## config.mk

```make
export PLATFORM = sky130hd
export DESIGN_NAME = arbitro_i2c
export DESIGN_NICKNAME = d
export VERILOG_FILES = /design/src/rtl/arbitro_i2c.sv
export SDC_FILE = /design/constraint.sdc
export NUM_CORES = 1
export LEC_CHECK = 0
export BUFFER_PORTS_ARGS = -buffer_cell sky130_fd_sc_hd__buf_2
export CAP_MARGIN = 30
export CORE_UTILIZATION = 31
export CTS_CLUSTER_SIZE = 10
export DETAILED_ROUTE_END_ITERATION = 16
export SKIP_LAST_GASP = 1
export SLEW_MARGIN = 20
export SYNTH_ARGS = -nofsm -noshare
export SYNTH_HDL_FRONTEND = slang
export SYNTH_SLANG_ARGS = --single-unit
```

## constraint.sdc

```tcl
create_clock -name clk -period 4.45 [get_ports clk]
set_input_delay 0.6675 -clock clk [delete_from_list [all_inputs] [get_ports clk]]
set_output_delay 0.6675 -clock clk [all_outputs]
set_load 0.02 [all_outputs]
```

## src/rtl/arbitro_i2c.sv

```systemverilog
// ============================================================================
// Module      : arbitro_i2c
// Description : Two-requester round-robin arbiter and sequencer for the I2C
//               transaction generator. Optional watchdog: I2C_ARB_TIMEOUT_EN.
// Revision    : 1.0 - initial release
// ============================================================================
`default_nettype none

module arbitro_i2c #(
  parameter int IDLE_CYCLES    = 8,
  parameter int TIMEOUT_CYCLES = 1023
) (
  input  logic        clk,
  input  logic        rst,
  input  logic [1:0]  REQ,
  input  logic [1:0]  REQ_RNW,
  input  logic [6:0]  REQ_ADDR0,
  input  logic [6:0]  REQ_ADDR1,
  input  logic [15:0] REQ_WDATA0,
  input  logic [15:0] REQ_WDATA1,
  output logic [1:0]  GNT,
  output logic [1:0]  DONE,
  output logic        ERR,
  output logic [15:0] RDATA,
  output logic        BUSY,
  output logic        START_STB,
  output logic        RNW,
  output logic [6:0]  I2C_ADDR,
  output logic [15:0] WR_DATA,
  input  logic        SCL,
  input  logic [15:0] RD_DATA
);

  localparam logic [2:0] c_IDLE     = 3'd0;
  localparam logic [2:0] c_GRANT    = 3'd1;
  localparam logic [2:0] c_START    = 3'd2;
  localparam logic [2:0] c_WAIT_ACT = 3'd3;
  localparam logic [2:0] c_WAIT_END = 3'd4;
  localparam logic [2:0] c_DONE     = 3'd5;

  localparam int c_IW = $clog2(IDLE_CYCLES + 1);

  // The end-of-transaction detector needs a high run longer than an active
  // SCL high phase (2 clk) to tell them apart.
  if (IDLE_CYCLES <= 2 || TIMEOUT_CYCLES < 2) begin : g_param_check
    $error("arbitro_i2c: IDLE_CYCLES must be > 2 and TIMEOUT_CYCLES >= 2");
  end

  logic [2:0]      r_state;
  logic [1:0]      r_gnt;
  logic            r_last;
  logic            r_rnw;
  logic [6:0]      r_addr;
  logic [15:0]     r_wdata;
  logic [15:0]     r_rdata;
  logic [c_IW-1:0] r_idle;

  logic            w_pick1;
  logic            w_rnw;
  logic [6:0]      w_addr;
  logic [15:0]     w_wdata;
  logic            w_end;

  // On contention the requester that was not served last wins.
  always_comb begin
    w_pick1 = 1'b0;
    if (REQ == 2'b10) begin
      w_pick1 = 1'b1;
    end else if (REQ == 2'b11) begin
      w_pick1 = ~r_last;
    end
    w_rnw   = w_pick1 ? REQ_RNW[1] : REQ_RNW[0];
    w_addr  = w_pick1 ? REQ_ADDR1  : REQ_ADDR0;
    w_wdata = w_pick1 ? REQ_WDATA1 : REQ_WDATA0;
    w_end   = (r_idle == c_IW'(IDLE_CYCLES));
  end

`ifdef I2C_ARB_TIMEOUT_EN
  localparam int c_TW = $clog2(TIMEOUT_CYCLES + 1);
  logic [c_TW-1:0] r_to;
  logic            r_err;
`endif

  always_ff @(posedge clk) begin
    if (rst) begin
      r_state <= c_IDLE;
      r_gnt   <= 2'b00;
      r_last  <= 1'b1;
      r_rnw   <= 1'b0;
      r_addr  <= 7'd0;
      r_wdata <= 16'd0;
      r_rdata <= 16'd0;
      r_idle  <= '0;
    end else begin
      case (r_state)
        c_IDLE: begin
          r_idle <= '0;
          if (REQ != 2'b00) begin
            r_state <= c_GRANT;
            r_gnt   <= w_pick1 ? 2'b10 : 2'b01;
            r_last  <= w_pick1;
            r_rnw   <= w_rnw;
            r_addr  <= w_addr;
            r_wdata <= w_wdata;
          end
        end
        c_GRANT:    r_state <= c_START;
        c_START:    r_state <= c_WAIT_ACT;
        c_WAIT_ACT: begin
          if (!SCL) begin
            r_state <= c_WAIT_END;
            r_idle  <= '0;
          end
        end
        c_WAIT_END: begin
          if (w_end) begin
            r_state <= c_DONE;
            if (r_rnw) begin
              r_rdata <= RD_DATA;
            end
          end else if (SCL) begin
            r_idle <= r_idle + 1'b1;
          end else begin
            r_idle <= '0;
          end
        end
        c_DONE: begin
          r_state <= c_IDLE;
          r_gnt   <= 2'b00;
          r_idle  <= '0;
        end
        default: begin
          r_state <= c_IDLE;
          r_gnt   <= 2'b00;
        end
      endcase

`ifdef I2C_ARB_TIMEOUT_EN
      // A normal end in the same cycle takes precedence over the watchdog.
      if ((r_state == c_WAIT_ACT || (r_state == c_WAIT_END && !w_end)) &&
          (r_to == c_TW'(TIMEOUT_CYCLES - 1))) begin
        r_state <= c_DONE;
      end
`endif
    end
  end

`ifdef I2C_ARB_TIMEOUT_EN
  always_ff @(posedge clk) begin
    if (rst) begin
      r_to  <= '0;
      r_err <= 1'b0;
    end else begin
      if (r_state == c_IDLE) begin
        r_to <= '0;
      end else if (r_state == c_START || r_state == c_WAIT_ACT ||
                   r_state == c_WAIT_END) begin
        r_to <= r_to + 1'b1;
      end
      if ((r_state == c_WAIT_ACT || (r_state == c_WAIT_END && !w_end)) &&
          (r_to == c_TW'(TIMEOUT_CYCLES - 1))) begin
        r_err <= 1'b1;
      end else if (r_state == c_DONE) begin
        r_err <= 1'b0;
      end
    end
  end

  assign ERR = r_err;
`else
  assign ERR = 1'b0;
`endif

  assign GNT       = r_gnt;
  assign DONE      = (r_state == c_DONE) ? r_gnt : 2'b00;
  assign BUSY      = (r_state != c_IDLE);
  assign START_STB = (r_state == c_START);
  assign RNW       = r_rnw;
  assign I2C_ADDR  = r_addr;
  assign WR_DATA   = r_wdata;
  assign RDATA     = r_rdata;

endmodule

`default_nettype wire
```

---- Word-level counts from Yosys, hierarchy flattened ----
Cells that the tools add are included.
cells by class
  multiplexer cells ....................... 17
  reductions and logical operators ........ 11
  add/sub/neg operators ................... 1
  bitwise operators ....................... 2
  equality and inequality tests ........... 12
operator list
  cell                                           number
  two-way mux 16 bit                             1
  one-hot mux 3 bit (5 select lines)             1
  two-way mux 4 bit                              3
  one-hot mux 4 bit (3 select lines)             1
  two-way mux 3 bit                              3
  AND reduction 3 bit                            3
  inequality test 2 bit, second input constant   4
  two-way mux 7 bit                              1
  == test 3 x 2 -> 1 bit, second input constant  2
  == test 3 bit, second input constant           2
  two-way mux 2 bit                              3
  nonzero test 3 bit                             2
  adder 4 x 1 -> 4 bit, second input constant    1
  == test 2 bit, second input constant           2
  == test 4 bit, second input constant           1
  one-hot mux 2 bit (2 select lines)             1
  AND reduction 2 bit                            2
  OR reduction 4 bit                             1
  == test 3 x 1 -> 1 bit, second input constant  1
  logical NOT 3 bit                              1
  two-way mux 1 bit                              3
  NOT 1 bit                                      2
  nonzero test 2 bit                             1
  OR reduction 2 bit                             1
word-level totals
  flip-flop bits (word level) ............. 50
  output and inout bits ................... 47

---- Logic depth before layout (Yosys ltp) ----
  word-level depth ........................ 6
  gate-level depth with buffers ........... 8
  depth with buffers taken out ............ 6

---- Worst setup path before layout ----
Ideal clock, no wire load.
  kind .................................... flip-flop to output port
  start point ............................. register r_state[2]
  end point ............................... output START_STB
  arrival time ............................ 1092 ps
  slack ................................... 2691 ps
  buffers on the path ..................... 2
  stages on the path, launching flop included .. 4
  required time ........................... 3783 ps
  cells stage by stage .................... dfxtp_1 > buf_2 > buf_1 > nor3_1
between the ends
  word-level cells in the longest chain between the ends .. 1
RTL lines
  item                    line  RTL
  start, declared         49    logic [2:0] r_state;
  start signal, assigned  86    r_state <= c_IDLE;
  start signal, assigned  99    r_state <= c_GRANT;
  start signal, assigned  107   c_GRANT: r_state <= c_START;
  == test 3 x 2 -> 1 bit  177   assign START_STB = (r_state == c_START);
  end, declared           26    output logic START_STB,
Every way passes these cells.

---- Final worst setup path ----
  start point ............................. register r_state[2]
  end point ............................... output DONE[1]
between the ends
  word-level cells in the longest chain between the ends .. 2
RTL lines
  item               line  RTL
  == test 3 bit      175   assign DONE = (r_state == c_DONE) ? r_gnt : 2'b00;
  two-way mux 2 bit  175
  end, declared      22    output logic [1:0] DONE,
Every way passes these cells.

==> impl_results.md <==
* Status: finished, violations left
* Failing checks: DRC
* Gr usage total at 0.149
* Max-slew violations at 0
* Xor and xnor fraction of the mapped netlist area at 0.00412
* PD cells at 353 nW/um^2
* Sequential area share after synthesis at 0.471
* Post-detailed-route wirelength per cell at 11.8 microns
* Die Area at 7190 sq um
* FFs w/ async S/R, synth at 0
* Peak supply drop at 0.153 mV
* DRT Wirelength at 5120 microns
* Largest net degree at the start of global routing at 37
* Slew @ Worst Pin at 832 ps
* CTS tree: yes
* Clock root buffer: clkbuf_8
* Simple-Gate Fraction of Synth Area at 0.237
* Detailed Route Iter0 Violations at 73
* DRT antenna net count at 0
* Top cells by area, synth: dfxtp_1, nand2_1, a22oi_1, a21oi_1, mux2i_1
* Crit-path max FO at 17
* Pleak at 0.00135 uW
* Core ar. at 6490 sq um
* Nets at 425
* Vias per cell at 4.75
* Crit end category: output port
* Tmin final at 2300 ps
* Clk pin slew, worst setup/hold paths at 90 ps
* Post-Synth Adder-Cell Area at 0.0118
* Cells after synthesis at 249
* Storage element area at 1000 sq um
* Router iterations before antenna repair at 13
* Total CTS buffers at 5
* Post-synth EDFFs at 0
* Synth Area in Compound Gates at 0.181
* RSZ-0062 raised after global routing: false
* Final Hold Fails at 0
* Clock Latency Late Sink at 300 ps
* Diode count at 0
* Startpoint types: register
* WP data required at 3780 ps
* Mux cell area share after synthesis at 0.0430
* Commonest register cell after synthesis: dfxtp_1
* Synth area leader: dfxtp_1
* Top Ports at 116
* Share of layout cells above drive strength 1 at 0.369
* Syn-to-layout area delta at 32.0%
* Routability cong. at 0.742
* Layout Cells excl Fill at 432
* Hold buffer count at cts at 0
* Post-detail-place hpwl at 3680 microns
* Initial antenna violation count at 0
* Footprint of the multi-input gates at 1020 sq um
* Number of global-route vias before repair at 1,854
* FILL cells at 660
* Inst Count DP at 424
* Mean Syn Cell Area at 8.53 sq um
* Warnings from Yosys at 0
* Syn Nets at 320
* CTS Buffer Depth at 2
* # H-tree levels at 2
* CTS resizes at 0
* Initial core utilization at 0.327
* Vias at 2,052
* Worst hold path type: reg2reg
* Setup Skew at 4.19 ps
* Clock sinks at 50
* Die span in y at 84.8 microns
* Post-layout util at 0.432
* Post-CTS Setup Bufs at 0
* #FFs+latches synth at 50
* I/O Buffers at 114
* Setup Crit Path Kind: reg2out
* Final period util at 0.518
* Largest family of logic cells by synthesized area: simple AND/OR/NAND/NOR gates
* Post-synth cell types at 45
* Die extent in x at 84.8 microns
* Total Neg Setup Slack at 0 ps
* Post-Syn Area at 2120 sq um
* Row cnt at 29
* Worst EP arrival at 1640 ps
* Post-synth top area share at 0.471
* Overflow after GRT at 0
* Fmax achieved at 434 MHz
* Relative slew slack at 0.441
* Number of max-cap violations at 0
* Final setup violation count at 0
* First-pass GRT wire length at 8560 microns
* DR DRC count at 7
critical path, stage by stage (launching register included):
cell and delay [ps]:
dfxtp_1 700, and3b_1 340, and2_1 140, buf_2 150
Yosys cell counts (all sizes together) (2+ instances only):
cell type  instances
and2               2
a22oi             18
nand2             69
nor2              18
buf               12
nor4               2
a22o               2
o21ai              3
nor3               2
mux2i              8
ha                 2
clkbuf             5
dfxtp             50
a21oi             20
inv                4
nand3              2
a211oi             9
and3b              2
sequential cells by signal, summed over array words and instances, names as in the netlist:
register and cells:
GNT 2, I2C_ADDR 7, RDATA 16, RNW 1, WR_DATA 16, r_idle 4
r_last 1, r_state 3
worst paths after layout:
kind	from	endpoint	slack, ps	depth (start not counted)
hold reg to reg	WR_DATA[10]	WR_DATA[10]	440	2
setup / recovery	r_state[2]	DONE[1]	2150	3
setup reg to reg	r_state[0]	RDATA[2]	2250	4
hold / removal	WR_DATA[10]	WR_DATA[10]	440	2
layout by cell type (no fill, tap or decap), types with 2 or more instances in the layout:
cell type    n
nand2_1     69
mux2i_1      8
and3b_1      2
a22oi_1     18
a21oi_1     20
inv_1        3
buf_2      114
a211oi_1     9
clkbuf_8     6
nand3_1      2
ha_1         2
o21ai_0      3
and2_1       2
a22o_1       2
nor2_1      17
dfxtp_1     50
report_power, final:
group | internal (uW) | leakage [uW] | switching, uW
logic | 82.5 | 0.000891 | 122
registers | 482 | 0.000409 | 23.4
clock network | 129 | 0.0000489 | 152
per-layer routing:
layer  vias to the layer above  global-route usage  part of all wire
met3                         6              0.0393             0.061
met1                       911               0.197              0.48
met5                         -                   0                 0
met4                         0              0.0555             0.015
li1                       1063                   -                 -
met2                        72               0.235              0.45
stage by stage:
stage | total power [uW] | hold WS [ps] | area, sq um | setup WS [ps]
after floorplan | 646 | 448 | 2120 | 2690
after CTS | 1010 | 442 | 2800 | 2160
after global placement | 720 | 421 | 2710 | 1980
after detailed placement | 721 | 427 | 2710 | 1940
final | 990 | 439 | 2800 | 2150
after global routing | 1050 | 456 | 2800 | 1980
layout make-up:
cell class              count  share of cell area
repair buffers            115               0.206
clock inverters             1             0.00312
multi-input cells         178               0.363
inverters                   4             0.00535
clock buffers               7              0.0308
flip-flops and latches     50               0.357
well taps                  77              0.0344
kinds of logic after synthesis:
kind of cell	Yosys count
multiplexers	9
other	1
adder cells (fa/ha/maj)	2
AND/OR/NAND/NOR	108
flip-flops	50
buffers and inverters	21
XOR/XNOR	1
AO/OA/AOI/OAI	57
Power figures use the tool's default switching activity.
